===== config.mk =====
export PLATFORM = sky130hd
export DESIGN_NAME = memory_bus_initiator
export DESIGN_NICKNAME = d
export VERILOG_FILES = /design/src/rtl/memory_bus_initiator.sv
export SDC_FILE = /design/constraint.sdc
export NUM_CORES = 1
export LEC_CHECK = 0
export ABC_AREA = 1
export BUFFER_PORTS_ARGS = -buffer_cell sky130_fd_sc_hd__clkbuf_2
export CAP_MARGIN = 30
export CORE_UTILIZATION = 55
export DETAILED_ROUTE_END_ITERATION = 16
export PLACE_DENSITY_LB_ADDON = 0.2
export SETUP_SLACK_MARGIN = 0.05
export SLEW_MARGIN = 20
export SYNTH_ARGS = -nofsm -noshare
export SYNTH_HDL_FRONTEND = slang
export SYNTH_SLANG_ARGS = --single-unit
export TNS_END_PERCENT = 20

===== constraint.sdc =====
create_clock -name Clock -period 7 [get_ports Clock]
set_input_delay 1.75 -clock Clock [delete_from_list [all_inputs] [get_ports Clock]]
set_output_delay 1.75 -clock Clock [all_outputs]
set_load 0.01 [all_outputs]

===== src/rtl/memory_bus_initiator.sv =====
// -----------------------------------------------------------------------------
// memory_bus_initiator
//
// Turns client requests (single byte/half/word reads and writes, or
// LINE_WORDS-beat read line fills) into pipelined memory bus beats. Bus
// responses come back to the client as one-cycle pulses.
//
// Handshakes:
//   - Client request: accepted on a rising edge where ReqValid && ReqReady.
//     ReqReady is high only in IDLE and never while Reset is high.
//   - Bus beat: accepted on a rising edge where MemoryBusStrobe &&
//     !MemoryBusStall. Address, width, data and direction hold while stalled.
//   - Bus completion: MemoryBusAcknowledge completes one beat. It is ignored
//     outside ACTIVE and when no beat is outstanding.
//   - Response: RespValid is a one-cycle pulse that the client must take.
//     There is no back-pressure.
//
// Ports:
//   Clock, Reset                 sole clock; synchronous active-high reset
//   ReqValid/ReqReady            request handshake
//   ReqWrite/ReqBurst/ReqWidth   request kind; width 00 byte, 01 half,
//                                10 word, 11 reserved
//   ReqAddress/ReqData           byte address, right-justified write data
//   RespValid/RespData           response pulse and read data (0 for writes)
//   RespLast/RespError           final response of request / error response
//   MemoryBus*                   initiator side of the pipelined memory bus
//   DebugState                   current FSM state (0 IDLE, 1 ACTIVE, 2 ERROR)
// -----------------------------------------------------------------------------
module memory_bus_initiator #(
   parameter int LINE_WORDS = 4,
   parameter int TIMEOUT    = 255
) (
   input  logic        Clock,
   input  logic        Reset,
   input  logic        ReqValid,
   output logic        ReqReady,
   input  logic        ReqWrite,
   input  logic        ReqBurst,
   input  logic [1:0]  ReqWidth,
   input  logic [31:0] ReqAddress,
   input  logic [31:0] ReqData,
   output logic        RespValid,
   output logic [31:0] RespData,
   output logic        RespLast,
   output logic        RespError,
   output logic [1:0]  MemoryDataWidth,
   output logic [31:0] MemoryAddress,
   output logic [31:0] MemoryDataIn,
   input  logic [31:0] MemoryDataOut,
   output logic        MemoryBusCycle,
   output logic        MemoryBusStrobe,
   output logic        MemoryBusReadWrite,
   input  logic        MemoryBusAcknowledge,
   input  logic        MemoryBusStall,
   output logic [1:0]  DebugState
);

   localparam int          TW        = $clog2(TIMEOUT + 1);
   localparam logic [31:0] LINE_MASK = 32'(LINE_WORDS * 4 - 1);

   typedef enum logic [1:0] {
      ST_IDLE   = 2'd0,
      ST_ACTIVE = 2'd1,
      ST_ERROR  = 2'd2
   } state_t;

   state_t         state_q, state_d;
   logic [31:0]    addr_q, addr_d;
   logic [31:0]    data_q, data_d;
   logic [1:0]     width_q, width_d;
   logic           write_q, write_d;
   logic           burst_q, burst_d;
   logic [4:0]     issued_q, issued_d;
   logic [4:0]     acked_q, acked_d;
   logic [4:0]     outst_q, outst_d;
   logic [TW-1:0]  tmo_q, tmo_d;
   logic           resp_valid_q, resp_valid_d;
   logic [31:0]    resp_data_q, resp_data_d;
   logic           resp_last_q, resp_last_d;
   logic           resp_error_q, resp_error_d;

   logic [4:0] total_beats;
   logic       req_fire;
   logic       req_burst;
   logic       req_misaligned;
   logic       strobe;
   logic       beat_acc;
   logic       ack_ok;
   logic       final_ack;
   logic       tmo_hit;

   assign total_beats = burst_q ? 5'(LINE_WORDS) : 5'd1;
   assign req_fire    = ReqValid && ReqReady;
   // A burst is a read line fill only; ReqBurst on a write is a single write.
   assign req_burst   = ReqBurst && !ReqWrite;
   assign req_misaligned = (ReqWidth == 2'b11) ||
                           ((ReqWidth == 2'b01) && ReqAddress[0]) ||
                           ((ReqWidth == 2'b10) && (ReqAddress[1:0] != 2'b00));

   assign strobe   = (state_q == ST_ACTIVE) && (issued_q != total_beats);
   assign beat_acc = strobe && !MemoryBusStall;
   // Acks with nothing in flight are stray and must not create responses.
   assign ack_ok    = (state_q == ST_ACTIVE) && MemoryBusAcknowledge && (outst_q != 5'd0);
   assign final_ack = ack_ok && ((acked_q + 5'd1) == total_beats);
   assign tmo_hit   = (state_q == ST_ACTIVE) && (outst_q != 5'd0) && !ack_ok &&
                      (tmo_q == TW'(TIMEOUT - 1));

   always_ff @(posedge Clock) begin
      if (Reset) begin
         state_q      <= ST_IDLE;
         addr_q       <= '0;
         data_q       <= '0;
         width_q      <= '0;
         write_q      <= 1'b0;
         burst_q      <= 1'b0;
         issued_q     <= '0;
         acked_q      <= '0;
         outst_q      <= '0;
         tmo_q        <= '0;
         resp_valid_q <= 1'b0;
         resp_data_q  <= '0;
         resp_last_q  <= 1'b0;
         resp_error_q <= 1'b0;
      end else begin
         state_q      <= state_d;
         addr_q       <= addr_d;
         data_q       <= data_d;
         width_q      <= width_d;
         write_q      <= write_d;
         burst_q      <= burst_d;
         issued_q     <= issued_d;
         acked_q      <= acked_d;
         outst_q      <= outst_d;
         tmo_q        <= tmo_d;
         resp_valid_q <= resp_valid_d;
         resp_data_q  <= resp_data_d;
         resp_last_q  <= resp_last_d;
         resp_error_q <= resp_error_d;
      end
   end

   always_comb begin
      state_d      = state_q;
      addr_d       = addr_q;
      data_d       = data_q;
      width_d      = width_q;
      write_d      = write_q;
      burst_d      = burst_q;
      issued_d     = issued_q;
      acked_d      = acked_q;
      outst_d      = outst_q;
      tmo_d        = tmo_q;
      resp_valid_d = 1'b0;
      resp_data_d  = '0;
      resp_last_d  = 1'b0;
      resp_error_d = 1'b0;

      case (state_q)
         ST_IDLE: begin
            if (req_fire) begin
               if (req_misaligned) begin
                  // The error response is loaded here so it is visible
                  // during the single ERROR cycle.
                  state_d      = ST_ERROR;
                  resp_valid_d = 1'b1;
                  resp_error_d = 1'b1;
                  resp_last_d  = 1'b1;
               end else begin
                  state_d  = ST_ACTIVE;
                  addr_d   = req_burst ? (ReqAddress & ~LINE_MASK) : ReqAddress;
                  width_d  = req_burst ? 2'b10 : ReqWidth;
                  data_d   = ReqWrite ? ReqData : 32'd0;
                  write_d  = ReqWrite;
                  burst_d  = req_burst;
                  issued_d = '0;
                  acked_d  = '0;
                  outst_d  = '0;
                  tmo_d    = '0;
               end
            end
         end

         ST_ACTIVE: begin
            if (beat_acc) begin
               issued_d = issued_q + 5'd1;
               // Keep the last beat address on the bus instead of stepping
               // past the line.
               if ((issued_q + 5'd1) != total_beats) begin
                  addr_d = addr_q + 32'd4;
               end
            end
            // Accept and ack in the same cycle cancel out.
            outst_d = outst_q + {4'd0, beat_acc} - {4'd0, ack_ok};

            if (ack_ok) begin
               acked_d      = acked_q + 5'd1;
               tmo_d        = '0;
               resp_valid_d = 1'b1;
               resp_data_d  = write_q ? 32'd0 : MemoryDataOut;
               resp_last_d  = final_ack;
               if (final_ack) begin
                  state_d = ST_IDLE;
               end
            end else if (tmo_hit) begin
               state_d      = ST_ERROR;
               resp_valid_d = 1'b1;
               resp_error_d = 1'b1;
               resp_last_d  = 1'b1;
            end else if (outst_q != 5'd0) begin
               tmo_d = tmo_q + TW'(1);
            end
         end

         ST_ERROR: begin
            state_d = ST_IDLE;
         end

         default: begin
            state_d = ST_IDLE;
         end
      endcase
   end

   assign ReqReady           = (state_q == ST_IDLE) && !Reset;
   assign MemoryBusCycle     = (state_q == ST_ACTIVE);
   assign MemoryBusStrobe    = strobe;
   assign MemoryBusReadWrite = (state_q == ST_ACTIVE) && write_q;
   assign MemoryAddress      = addr_q;
   assign MemoryDataIn       = data_q;
   assign MemoryDataWidth    = width_q;
   assign RespValid          = resp_valid_q;
   assign RespData           = resp_data_q;
   assign RespLast           = resp_last_q;
   assign RespError          = resp_error_q;
   assign DebugState         = state_q;

endmodule


==> summary.md <==
| Metric | Value |
|---|---|
| Initial antenna violation count | 0 |
| Leak pwr | about 3.8 nW |
| Num ports | roughly 210 |
| Logic pwr share | between 10% and 20% |
| FF+latch count, synth | around 130 |
| Setup violators final | 0 |
| Final period utilization | a little under three fifths |
| Distinct cells, synth | 34 |
| Most used cell, CP | clkbuf_2 |
| Internal power | about 1.3 mW |
| Post-synthesis sequential area ratio | between 40% and 50% |
| Reg power frac | around 40% |
| Residual DRC count | 0 |
| Core area | around 0.011 mm² |
| Slew headroom | between 40% and 50% |
| Share of layout cells above drive strength 1 | between 20 and 25% |
| Vias in the first global route | roughly 6000 |
| Post-Syn Instances | between 900 and 1000 |
| GRT Total Usage | ~29% |
| Post-Synth XOR/XNOR Area | around 1.4% |
| Drt pass-1 iters | 5 |
| Die area | approximately 0.012 mm² |
| Mux share of post-synthesis cell area | 0% |
| Total CTS buffers | 17 |
| Fin. Hold Viols | 0 |
| Max clock buf depth | 2 |
| Largest family of logic cells by synthesized area | simple AND/OR/NAND/NOR gates |
| Max-Cap Viols | 0 |
| GRT overflow | 0 |
| Max-slew violation count | 0 |
| Crit Path Class | primary input to output port |
| YS warnings | 0 |
| # nets final | 1281 |
| PortBufs | between 200 and 250 |
| CTS sink count | 128 |
| Cell family with most CP delay | buffers and inverters |
| ANT cells | 0 |
| Clk slew on worst S/H paths | roughly 0.06 ns |
| Cts hold-fix bufs | 0 |
| Switching share of total power | between 30 and 40% |
| # Post-CTS Setup Buffers | 0 |
| Status | complete, no violations |
| RSZ-0062 raised after global routing | false |
| Worst IR Drop VDD | ~140 µV |
| Simple-gate share of the synthesized area | approximately 35% |
| Clock share of power | between 40% and 50% |
| Synth Cell Area | roughly 0.0063 mm² |
| Vias per cell | 5.05 |
| CP endpoint kind | output port |
| CP max FO | 3 |
| Compound-Gate Fraction of Synth Area | 11.0% |
| Worst Tran Pin Value | around 0.76 ns |
| Fillcell total | just over 900 |
| Post-DP HPWL | about 12 mm |
| CTS root buffer | clkbuf_16 |
| Setup Skew | between 0.01 and 0.015 ns |
| Vias | about 6700 |
| Mapped Avg Cell Area | approximately 6.5 µm² |
| Syn nets | 1083 |
| Critical Path Max Stage Delay | between 0.1 and 0.15 ns |
| Dpl ws | between 2 and 3 ns |
| Share of the synthesized area in the top cell type | between 40% and 50% |
| Initial DRC count | between 500 and 600 |
| Die Y | about 110 µm |
| RePlAce Congestion | between 0.9 and 1 |
| Final period demand of the worst path | 3.89 ns |
| Hold WC Path Type | flop to flop |
| Critical path required time | 5.25 ns |
| Routed WL | ~17 mm |
| CTS tree | yes |
| Skew-Pair Late Insertion Delay | 0.42 ns |
| Routed wire per std cell | approximately 13 µm |
| Setup_tns | 0 ns |
| Sw Pwr | ~0.59 mW |
| Fmax | 0.257 GHz |
| Critical path arrival | 2.14 ns |
| Post-Synth Adder-Cell Area | 2.50% |
| Pwr/cell area | 241 mW/mm² |
| Area leader, netlist | dfxtp_1 |
| Resize count post-CTS | 0 |
| Slack of the critical path | a little over 3 ns |
| Largest net degree at the start of global routing | 73 |
| Routed Antenna Nets | 0 |
| Htree depth | 4 |
| First-pass GRT wire length | ~27 mm |
| CP max-delay cell | clkbuf_2 |
| Worst Path Buf+Inv | 2 |
| Initial core utilization | a little under three fifths |
| Cell Chain, Critical Path | clkbuf_2 -> nor2_4 -> clkbuf_2 |
| Area Growth Syn to Fin | 27.2% |
| Top area cells in the synthesized netlist | dfxtp_1 (41%), nand2_1 (18%), nor2_1 (7.7%) |
| FP Rows | 38 |
| Worst Setup Start Kind | primary input |
| Die Width | around 110 µm |
[through the flow]
| step | std cells | utilization (%) | hold WS [ns] | total power, mW | instance area [µm²] |
|---|---|---|---|---|---|
| after floorplan | 966 | - | 0.444 | 0.968 | 6290 |
| after global placement | 1282 | 67.1 | 0.453 | 1.05 | 7360 |
| after detailed placement | 1284 | 67.3 | 0.456 | 1.05 | 7390 |
| after CTS | 1316 | 72.6 | 0.466 | 1.93 | 7980 |
| after global routing | 1317 | 72.9 | 0.487 | 2.00 | 8000 |
| final | 1317 | 72.9 | 0.466 | 1.93 | 8000 |
[cell usage in the layout (no fill, tap or decap), types with 4 or more instances in the layout]
cell type and n:
nand3_1 73, nand4_1 8, o21ai_0 28, a21oi_1 94, or2_2 6, clkbuf_16 17, inv_6 4, inv_1 111
nor2_1 129, dfxtp_1 128, xor2_1 7, clkbuf_2 211, nand2_1 300, inv_8 8, nor3_1 7, ha_1 11
[kinds of logic (layout without fill, tap and decap cells)]
family          count (synthesis)  after routing
fa+ha+maj                      12             12
compound gates                133            133
buf+inv                       153            364
flops                         128            128
xor+xnor                       10             10
simple gates                  530            530
[path summary, 6_finish.rpt]
path                       from         end  slack [ns]  cells past startpoint
hold reg to reg         write_q     write_q        0.47                      2
hold / removal          write_q     write_q        0.47                      2
setup reg to reg  DebugState[0]  outst_q[4]        3.74                     18
setup / recovery          Reset    ReqReady        3.11                      3
[power by group through the flow]
stage	clock (mW)	sequential, mW	combinational, mW
2_1_floorplan	0	0.810	0.158
3_3_place_gp	0	0.808	0.241
3_5_place_dp	0	0.808	0.247
4_1_cts	0.887	0.792	0.250
5_1_grt	0.921	0.798	0.284
6_report	0.880	0.793	0.252
[synthesized netlist by cell type (all sizes together)]
master and number:
o31ai 3, nand2 303, clkbuf 18, a21oi 94, xor2 7, o21ai 29
a31oi 2, nor3 7, fa 1, dfxtp 128, o21bai 1, clkinv 1
ha 11, nor2 133, xnor2 3, nand3 73, a211oi 1, a22oi 1
or2 6, nand4 8, inv 114, buf 20, o22ai 2
[final cells by class]
| class | instances | area [µm²] | share of cell area (%) |
|---|---|---|---|
| Sequential cell | 128 | 2560 | 32.0 |
| Clock inverter | 15 | 156 | 1.95 |
| Multi-Input combinational cell | 685 | 3120 | 38.9 |
| Clock buffer | 17 | 425 | 5.31 |
| Tap cell | 140 | 175 | 2.19 |
| Timing Repair Buffer | 217 | 1140 | 14.2 |
| Inverter | 115 | 432 | 5.39 |
[per-layer routing]
layer / vias to the layer above / track usage (%) / share of wire, %
li1: 3421 / - / -
met1: 2926 / 34.7 / 40
met2: 258 / 49.1 / 48
met3: 45 / 7.05 / 8.5
met4: 0 / 13.6 / 3.4
met5: - / 0 / 0
[worst reg2reg max path, stage by stage, from the launching register on]
cell	delay, ns
dfxtp_1	0.45
nand2_2	0.10
buf_4	0.30
a31oi_2	0.34
nand2_1	0.16
inv_1	0.22
ha_1	0.27
inv_1	0.06
ha_1	0.15
inv_1	0.05
fa_1	0.35
inv_1	0.10
nand2_1	0.06
a21oi_1	0.12
nor2_1	0.05
inv_1	0.06
a21oi_1	0.05
o21ai_0	0.11
a21oi_1	0.10
[registers in the layout, summed over array words and instances, names as in the netlist, 2 cells and up]
register         flops
MemoryAddress       32
MemoryDataIn        32
RespData            32
tmo_q                8
acked_q              5
issued_q             5
outst_q              5
DebugState           2
MemoryDataWidth      2
(Power assumes the default switching activity.)
